## src/rtl/key_debounce.sv

```systemverilog
// key_debounce: per-key two-flop synchroniser, shared sample prescaler and
// saturating integrator with hysteresis. Produces clean key levels plus
// one-cycle press/release strobes for the downstream priority encoder.
module key_debounce #(
  parameter int NUM_KEYS = 12,
  parameter int TICK_DIV = 500,
  parameter int CNT_MAX  = 3
) (
  input  logic                clk,
  input  logic                rst,
  input  logic [NUM_KEYS-1:0] keys_raw,
  output logic [NUM_KEYS-1:0] keys_db,
  output logic [NUM_KEYS-1:0] press_pulse,
  output logic [NUM_KEYS-1:0] release_pulse,
  output logic                any_key
);

  localparam int PW = (TICK_DIV > 1) ? $clog2(TICK_DIV) : 1;
  localparam int IW = (CNT_MAX > 0) ? $clog2(CNT_MAX + 1) : 1;

  localparam logic [PW-1:0] PRESC_LAST = PW'(TICK_DIV - 1);
  localparam logic [PW-1:0] PRESC_ONE  = PW'(1);
  localparam logic [IW-1:0] INTEG_MAX  = IW'(CNT_MAX);
  localparam logic [IW-1:0] INTEG_ONE  = IW'(1);
  localparam logic [IW-1:0] INTEG_ZERO = '0;

  logic [NUM_KEYS-1:0] sync1_q;
  logic [NUM_KEYS-1:0] sync2_q;
  logic [PW-1:0]       presc_q;
  logic [PW-1:0]       presc_d;
  logic                tick;
  logic [IW-1:0]       integ_q [NUM_KEYS];
  logic [IW-1:0]       integ_d [NUM_KEYS];
  logic [NUM_KEYS-1:0] set_d;
  logic [NUM_KEYS-1:0] clr_d;
  logic [NUM_KEYS-1:0] keys_db_q;
  logic [NUM_KEYS-1:0] keys_db_d;
  logic [NUM_KEYS-1:0] press_q;
  logic [NUM_KEYS-1:0] release_q;
  logic                any_key_q;

  // One tick per TICK_DIV cycles, on the last count before the wrap.
  assign tick = (presc_q == PRESC_LAST);

  // Prescaler next value: wrap to zero on the tick cycle.
  always_comb begin
    presc_d = presc_q + PRESC_ONE;
    if (tick) begin
      presc_d = '0;
    end
  end

  // Per-key integrator step and hysteresis decisions. The step is computed
  // every cycle but only committed (and only acted upon) on a tick.
  generate
    for (genvar gi = 0; gi < NUM_KEYS; gi++) begin : g_key
      assign integ_d[gi] = sync2_q[gi]
                         ? ((integ_q[gi] == INTEG_MAX)  ? integ_q[gi] : integ_q[gi] + INTEG_ONE)
                         : ((integ_q[gi] == INTEG_ZERO) ? integ_q[gi] : integ_q[gi] - INTEG_ONE);
      assign set_d[gi] = tick && (integ_d[gi] == INTEG_MAX)  && !keys_db_q[gi];
      assign clr_d[gi] = tick && (integ_d[gi] == INTEG_ZERO) &&  keys_db_q[gi];
    end
  endgenerate

  // Debounced level: set on reaching full scale, clear on reaching empty.
  always_comb begin
    keys_db_d = (keys_db_q | set_d) & ~clr_d;
  end

  // Two-flop synchroniser on the raw asynchronous pins.
  always_ff @(posedge clk) begin
    if (rst) begin
      sync1_q <= '0;
      sync2_q <= '0;
    end else begin
      sync1_q <= keys_raw;
      sync2_q <= sync1_q;
    end
  end

  // Shared sample prescaler.
  always_ff @(posedge clk) begin
    if (rst) begin
      presc_q <= '0;
    end else begin
      presc_q <= presc_d;
    end
  end

  // Saturating integrators, advanced only on tick.
  always_ff @(posedge clk) begin
    if (rst) begin
      for (int i = 0; i < NUM_KEYS; i++) begin
        integ_q[i] <= '0;
      end
    end else if (tick) begin
      for (int i = 0; i < NUM_KEYS; i++) begin
        integ_q[i] <= integ_d[i];
      end
    end
  end

  // Registered outputs; strobes and any_key change on the same edge as the level.
  always_ff @(posedge clk) begin
    if (rst) begin
      keys_db_q <= '0;
      press_q   <= '0;
      release_q <= '0;
      any_key_q <= 1'b0;
    end else begin
      keys_db_q <= keys_db_d;
      press_q   <= set_d;
      release_q <= clr_d;
      any_key_q <= |keys_db_d;
    end
  end

  assign keys_db       = keys_db_q;
  assign press_pulse   = press_q;
  assign release_pulse = release_q;
  assign any_key       = any_key_q;

endmodule

```

## config.mk

```make
export PLATFORM = sky130hd
export DESIGN_NAME = key_debounce
export DESIGN_NICKNAME = d
export VERILOG_FILES = /design/src/rtl/key_debounce.sv
export SDC_FILE = /design/constraint.sdc
export NUM_CORES = 1
export LEC_CHECK = 0
export BUFFER_PORTS_ARGS = -buffer_cell sky130_fd_sc_hd__buf_4
export CAP_MARGIN = 20
export CORE_UTILIZATION = 47
export CTS_CLUSTER_DIAMETER = 30
export DETAILED_ROUTE_END_ITERATION = 12
export PLACE_DENSITY_LB_ADDON = 0.25
export SYNTH_ARGS = -nofsm -noshare
export SYNTH_HDL_FRONTEND = slang
export SYNTH_SLANG_ARGS = --single-unit
```

## constraint.sdc

```tcl
create_clock -name clk -period 4.14 [get_ports clk]
set_input_delay 0.414 -clock clk [delete_from_list [all_inputs] [get_ports clk]]
set_output_delay 0.414 -clock clk [all_outputs]
set_load 0.1 [all_outputs]
```

==> run_results.csv, run 1 <==
group,metric,value,unit
power_and_ir_drop,power_density,406,mW/mm2
timing,timing.fmax,427,MHz
timing,setup-tns-final,0,ns
global_route,grt_overflow_total,0,
placed_design,gp_congestion,0.752,
yosys,synth_seq_area_share,0.585,
critical_path,r2r_start,"presc_q[0]$_SDFF_PP0_",
yosys,yosys_register_bits,94,
critical_path,regToRegEndpoint,"integ_q[2][2]$_SDFFCE_PN0P_",
timing,whs,0.267,ns
clocking,ctsHoldBuffers,0,
clocking,cts_buffers,9,
finish,final_nets,407,
timing,final-hold-violation-count,0,
critical_path,cp_top_family,"simple AND/OR/NAND/NOR gates",
route,first_pass_iters,4,
hold_path,hold_depth,2,
route,ant_nets,0,
die,die_w,89.9,um
clocking,clk_pin_slew_worst_paths,0.09,ns
outcome,status,"finished clean",
finish,seq_area,0.00212,mm2
timing,skew,0.0105,ns
critical_path,worstPathRequired,4.17,ns
timing,worst_pin_slew,0.984,ns
die,start_util,0.492,
critical_path,critical_path_buf_inv_count,1,
critical_path,cp_max_fo,22,
hold_path,hold_end,"sync1_q[3]$_SDFF_PP0_",
timing,setup_viol,0,
placed_design,hpwl,4.53,mm
yosys,synth_area_per_cell,10.5,um2
route,drt_iter0_drc,96,
global_route,grtUsageTotal,0.180,
clocking,post_cts_buffers,0,
clocking,clock_path_buffers,2,
timing,period_minus_slack,2.34,ns
critical_path,crit_arrival,2.37,ns
global_route,first_global_vias,2477,
timing,grt_setup_unrepaired,"no",
clocking,clockRootBuffer,"clkbuf_8",
timing,slew_violations,0,
clocking,cts_sinks,94,
job,drv_cap,0,
critical_path,crit_chain,"ha_1 -> and4bb_1 -> nand2_4 -> nand2b_1 -> buf_4",
critical_path,critPathKind,"register to register",
finish,multiInputGateArea,0.00137,mm2
placed_design,portBuffers,50,
critical_path,reg2reg_depth,5,
hold_path,hp-start,"keys_raw[3]",
die,fp-row-count,31,
global_route,grt_max_degree,46,
power_and_ir_drop,p_leak,1.56,nW
die,dieArea,0.00807,mm2
yosys,syn-num-nets,359,
critical_path,cp_slowest_cell,"and4bb_1",
clocking,ctsHtreeMaxLevel,3,
critical_path,start_kind,"register",
yosys,yosys_warnings,0,
finish,fillCellCount,652,
critical_path,r2r_setup_slack,1.80,ns
route,routed_wl,6.79,mm
route,route.detailed.drc,0,
critical_path,worst_path_largest_cell_delay,0.43,ns
die,core,0.00737,mm2
die,io_pins,51,
timing,timing.final.crit_share,0.566,
yosys,syn_inst,344,
power_and_ir_drop,irDropWorstVdd,0.000192,V
yosys,synth_area,0.00363,mm2
timing,max_slew_margin,0.344,
finish,diodes,0,
finish,area_delta_synth_final,18.4,%
die,die-height,89.9,um
clocking,clock_latency,0.35,ns
clocking,ctsResizeCount,0,
clocking,cts_tree,"yes",
finish,utilization,0.583,
finish,drive_above_1_share,0.196,
yosys,synth_cell_types,39,
hold_path,worstHoldPathType,"input port to register",
route,vias,2554,
route,wl_per_cell,13.7,um
global_route,antenna_found_initial,0,
critical_path,end_kind,"register",
route,viasPerCell,5.15,
global_route,grt_first_pass_wirelength,11.6,mm
cells in the mapped netlist:
| cell | number | area (um2) |
|---|---|---|
| nand2_4 | 1 | 11.3 |
| o211ai_1 | 5 | 37.5 |
| nand4_2 | 1 | 12.5 |
| nor2_1 | 26 | 97.6 |
| nor4_1 | 3 | 18.8 |
| a21oi_1 | 24 | 120 |
| ha_1 | 1 | 12.5 |
| o21a_1 | 2 | 15.0 |
| a2111oi_0 | 1 | 8.76 |
| o2111ai_1 | 1 | 8.76 |
| nand4bb_2 | 1 | 16.3 |
| xnor2_1 | 3 | 26.3 |
| nor4bb_1 | 1 | 10.0 |
| a41oi_1 | 1 | 8.76 |
| a31oi_1 | 5 | 31.3 |
| a211oi_1 | 6 | 45.0 |
| nor3_1 | 11 | 55.1 |
| nand3_1 | 2 | 10.0 |
| and4bb_1 | 1 | 12.5 |
| nor4b_4 | 7 | 166 |
| a2111oi_2 | 1 | 15.0 |
| maj3_1 | 1 | 10.0 |
| nor4b_2 | 1 | 15.0 |
| nor2b_1 | 34 | 213 |
| clkbuf_1 | 9 | 33.8 |
| nand2b_1 | 1 | 6.26 |
| inv_1 | 14 | 52.6 |
| o21ai_0 | 32 | 160 |
| or3_1 | 1 | 6.26 |
| edfxtp_1 | 24 | 721 |
| buf_4 | 1 | 7.51 |
| and4_1 | 2 | 17.5 |
| buf_2 | 1 | 5.00 |
| dfxtp_1 | 70 | 1400 |
| o31ai_1 | 2 | 15.0 |
| and3_1 | 4 | 25.0 |
| xor2_1 | 3 | 26.3 |
| nand2_1 | 37 | 139 |
| buf_6 | 3 | 33.8 |
cell usage in the layout, fill, tap and decap left out, drive strengths merged:
cell / Yosys / final
and4: 2 / 2
and3: 4 / 4
xor2: 3 / 3
nor4b: 8 / 8
nor2b: 34 / 34
a41oi: 1 / 1
o21a: 2 / 2
o211ai: 5 / 5
inv: 14 / 15
buf: 5 / 51
nand4: 1 / 1
nor2: 26 / 26
nor4: 3 / 3
o2111ai: 1 / 1
nor3: 11 / 11
and4bb: 1 / 1
bufinv: 0 / 3
a2111oi: 2 / 2
nand2: 38 / 38
or3: 1 / 1
clkinvlp: 0 / 1
maj3: 1 / 1
ha: 1 / 1
nand2b: 1 / 1
nand4bb: 1 / 1
xnor2: 3 / 3
a211oi: 6 / 6
o31ai: 2 / 2
a21oi: 24 / 24
nand3: 2 / 2
clkbuf: 9 / 11
a31oi: 5 / 5
nor4bb: 1 / 1
dfxtp: 70 / 70
edfxtp: 24 / 24
o21ai: 32 / 32
where the power goes:
group	total (mW)	switching (mW)	leakage, nW	internal, mW
registers	0.981	0.0210	0.825	0.961
clock network	0.714	0.310	0.114	0.404
logic	0.0479	0.0259	0.619	0.0220
total	1.74	0.356	1.56	1.39
layout make-up:
cell class | instances | share of cell area
clock inverters | 5 | 0.0248
flip-flops and latches | 94 | 0.494
clock buffers | 11 | 0.0306
well taps | 99 | 0.0289
inverters | 14 | 0.0122
repair buffers | 51 | 0.0892
multi-input cells | 222 | 0.320
logic make-up after synthesis:
logic type | after synthesis | share of synthesized area
simple gates | 134 | 0.229
flops | 94 | 0.585
buf+inv | 28 | 0.0366
compound gates | 80 | 0.128
xor+xnor | 6 | 0.0145
fa+ha+maj | 2 | 0.00621
metrics by stage:
| step | cell area [um2] | worst slack (ns) | instances | power (mW) |
|---|---|---|---|---|
| finish | 4290 | 1.80 | 496 | 1.74 |
| global route | 4290 | 1.63 | 496 | 1.81 |
| CTS | 4290 | 1.78 | 496 | 1.75 |
| detailed placement | 4060 | 1.79 | 480 | 1.05 |
| global placement | 4060 | 1.87 | 480 | 1.05 |
| floorplan | 3630 | 1.75 | 344 | 1.03 |
registers in the layout, summed over array words and instances, names as in the netlist:
| name | flops |
|---|---|
| press_pulse | 12 |
| release_pulse | 12 |
| any_key | 1 |
| presc_q | 9 |
| sync1_q | 12 |
| sync2_q | 12 |
| keys_db | 12 |
| integ_q | 24 |
how the worst max path moves through the flow:
| stage | start | slack (ns) | depth (start not counted) | to |
|---|---|---|---|---|
| finish | presc_q[0]$_SDFF_PP0_ | 1.80 | 5 | integ_q[2][2]$_SDFFCE_PN0P_ |
| global route | presc_q[0]$_SDFF_PP0_ | 1.63 | 5 | integ_q[2][3]$_SDFFCE_PN0P_ |
| CTS | presc_q[0]$_SDFF_PP0_ | 1.78 | 5 | integ_q[2][2]$_SDFFCE_PN0P_ |
| global placement | presc_q[0]$_SDFF_PP0_ | 1.87 | 5 | integ_q[2][7]$_SDFFCE_PP0P_ |
| floorplan | presc_q[0]$_SDFF_PP0_ | 1.75 | 7 | integ_q[0][0]$_SDFFCE_PN0P_ |
| detailed placement | presc_q[0]$_SDFF_PP0_ | 1.79 | 5 | integ_q[2][7]$_SDFFCE_PP0P_ |
per-layer routing:
metal,vias to the layer above,wire (um),track usage
li1,1298,-,-
met4,0,89,0.0726
met3,7,238,0.0321
met5,-,0,0
met1,1198,3280,0.226
met2,51,3190,0.308
No activity file was read; power rests on OpenSTA's default activity.
==> run 2: changes to the inputs <==
==> constraint.sdc (replaced) <==
create_clock -name clk -period 2.3 [get_ports clk]
set_input_delay 0.23 -clock clk [delete_from_list [all_inputs] [get_ports clk]]
set_output_delay 0.23 -clock clk [all_outputs]
set_load 0.1 [all_outputs]
==> run 2 against run 1 <==
Compared with the run above: utilization down 0.24 points; sequential share of layout area up 0.20 points; clock-buffer cell count is the same; first-iteration DRC count increased by 5.2%; flip-flop and latch count did not move; combinational power increased by 85%; clock skew is 0.0022 ns lower; via count shrank 1.9%; final cell count up 0.81%; highest routed layer unchanged; critical path depth increased by 1; global-route usage decreased by 0.35 points.
==> run_results.csv, run 2 (synthesis gave the netlist of run 1 again) <==
group,metric,value,unit
critical_path,critPathKind,"register to register",
global_route,met3_usage,0.0558,
timing,grt_setup_unrepaired,"no",
clocking,cts_buffers,9,
global_route,antenna_found_initial,0,
critical_path,cp_max_fo,11,
timing,final-hold-violation-count,0,
placed_design,dp_slack,0.165,ns
route,vias,2505,
timing,timing.final.crit_share,0.910,
clocking,clk_pin_slew_worst_paths,0.08,ns
timing,worst_pin_slew,0.467,ns
global_route,grt_max_degree,44,
finish,utilization,0.580,
finish,regMostFlops,"integ_q",
route,first_pass_iters,4,
placed_design,hpwl,4.50,mm
power_and_ir_drop,irDropWorstVdd,0.000431,V
clocking,ctsHoldBuffers,0,
job,drv_cap,0,
outcome,status,"finished clean",
critical_path,worst_path_largest_cell_delay,0.44,ns
timing,setup_viol,0,
hold_path,hp-start,"keys_raw[5]",
die,die-height,89.9,um
die,io_pins,51,
placed_design,portBuffers,50,
die,fp-row-count,31,
critical_path,crit_start,"presc_q[0]$_SDFF_PP0_",
critical_path,r2r_start,"presc_q[0]$_SDFF_PP0_",
critical_path,worstPathRequired,2.51,ns
route,drt_iter0_drc,101,
finish,largest_register_ffs,24,
route,wl_per_cell,13.3,um
clocking,clock_path_buffers,2,
clocking,ctsResizeCount,0,
critical_path,cp_slowest_cell,"a2111oi_0",
clocking,ctsHtreeMaxLevel,3,
global_route,grtUsageMet1,0.235,
die,core,0.00737,mm2
placed_design,gp_congestion,0.762,
global_route,grtUsageTotal,0.177,
critical_path,reg2reg_depth,6,
power_and_ir_drop,power_density,682,mW/mm2
finish,final_cell_mix,"dfxtp_1, buf_4, nand2_1",
finish,final_nets,411,
timing,period_minus_slack,2.09,ns
finish,final_common_cell,"dfxtp_1",
global_route,busiest_layer,"met2",
timing,skew,0.00822,ns
clocking,post_cts_buffers,0,
power_and_ir_drop,p_leak,1.56,nW
timing,max_slew_margin,0.689,
hold_path,worstHoldPathType,"input port to register",
route,routed_wl,6.67,mm
timing,timing.fmax,478,MHz
critical_path,start_kind,"register",
timing,setup-tns-final,0,ns
global_route,grt_overflow_total,0,
finish,drive_above_1_share,0.207,
timing,fin_ws,0.208,ns
clocking,clockRootBuffer,"clkbuf_8",
critical_path,crit_arrival,2.31,ns
route,route.detailed.drc,0,
route,viasPerCell,5.01,
clocking,clock_latency,0.35,ns
finish,area_delta_synth_final,17.9,%
critical_path,end_kind,"register",
clocking,cts_sinks,94,
route,ant_nets,0,
critical_path,r2r_setup_slack,0.21,ns
timing,whs,0.0832,ns
critical_path,regToRegEndpoint,"any_key$_SDFF_PP0_",
global_route,first_global_vias,2320,
global_route,grt_use_met2,0.274,
finish,final_cell_area,0.00428,mm2
die,start_util,0.492,
finish,diodes,0,
critical_path,crit_chain,"ha_1 -> and4bb_2 -> nand2_4 -> o21a_1 -> a2111oi_0 -> a41oi_1",
clocking,cts_tree,"yes",
die,die_w,89.9,um
hold_path,hold_end,"sync1_q[5]$_SDFF_PP0_",
timing,slew_violations,0,
global_route,grt_first_pass_wirelength,11.2,mm
hold_path,hold_depth,2,
placed_design,dpl_cell_area,0.00409,mm2
die,dieArea,0.00807,mm2
-- run 2: changes by cell type in the layout (fill, tap and decap cells not counted) --
cell and change:
buf_4 +4, clkinv_2 +3, bufinv_16 -2, and4bb_1 -1, and4bb_2 +1, clkbuf_1 -1
clkbuf_8 +1, clkinv_1 +1, clkinvlp_4 -1, inv_6 -1
-- run 2: worst max-delay path, delay by kind of cell, from the launching register on --
kind | cells | cell delay, ns
AO/OA/AOI/OAI | 3 | 0.82
AND/OR/NAND/NOR | 2 | 0.51
flip-flops | 1 | 0.37
adder cells (fa/ha/maj) | 1 | 0.25
-- run 2: report_power, final --
group          total, mW  switching [mW]  internal (mW)  leakage (nW)
sequential          1.77          0.0372           1.73         0.825
clock               1.06           0.537          0.524         0.101
combinational     0.0885          0.0466         0.0419         0.634
total               2.92           0.621           2.29          1.56
-- run 2: routing by layer --
metal | routed length [um] | share of wire
met1 | 3250 | 0.49
met2 | 3040 | 0.45
met3 | 322 | 0.048
met4 | 69 | 0.010
met5 | 0 | 0
-- run 2: per-stage QoR --
step / instances / power, mW
floorplan: 344 / 1.85
global placement: 484 / 1.89
detailed placement: 484 / 1.89
CTS: 500 / 2.94
global route: 500 / 3.03
finish: 500 / 2.92
-- run 2: area by class of cell --
type / count / area (um2)
sequential: 94 / 2120
tap: 99 / 124
clock buffer: 11 / 141
clock inverter: 5 / 48.8
timing repair buffer: 55 / 413
multi-input combinational: 222 / 1370
inverter: 14 / 52.6
fill: 667 / 3090
-- run 2: worst max-delay path by stage --
stage                                   to  slack, ns  cells past startpoint
3_5_place_dp            any_key$_SDFF_PP0_       0.16                      6
2_1_floorplan  integ_q[0][0]$_SDFFCE_PN0P_       0.35                      7
4_1_cts                 any_key$_SDFF_PP0_       0.14                      6
3_3_place_gp            any_key$_SDFF_PP0_       0.25                      6
6_report                any_key$_SDFF_PP0_       0.21                      6
5_1_grt                 any_key$_SDFF_PP0_       0.02                      6
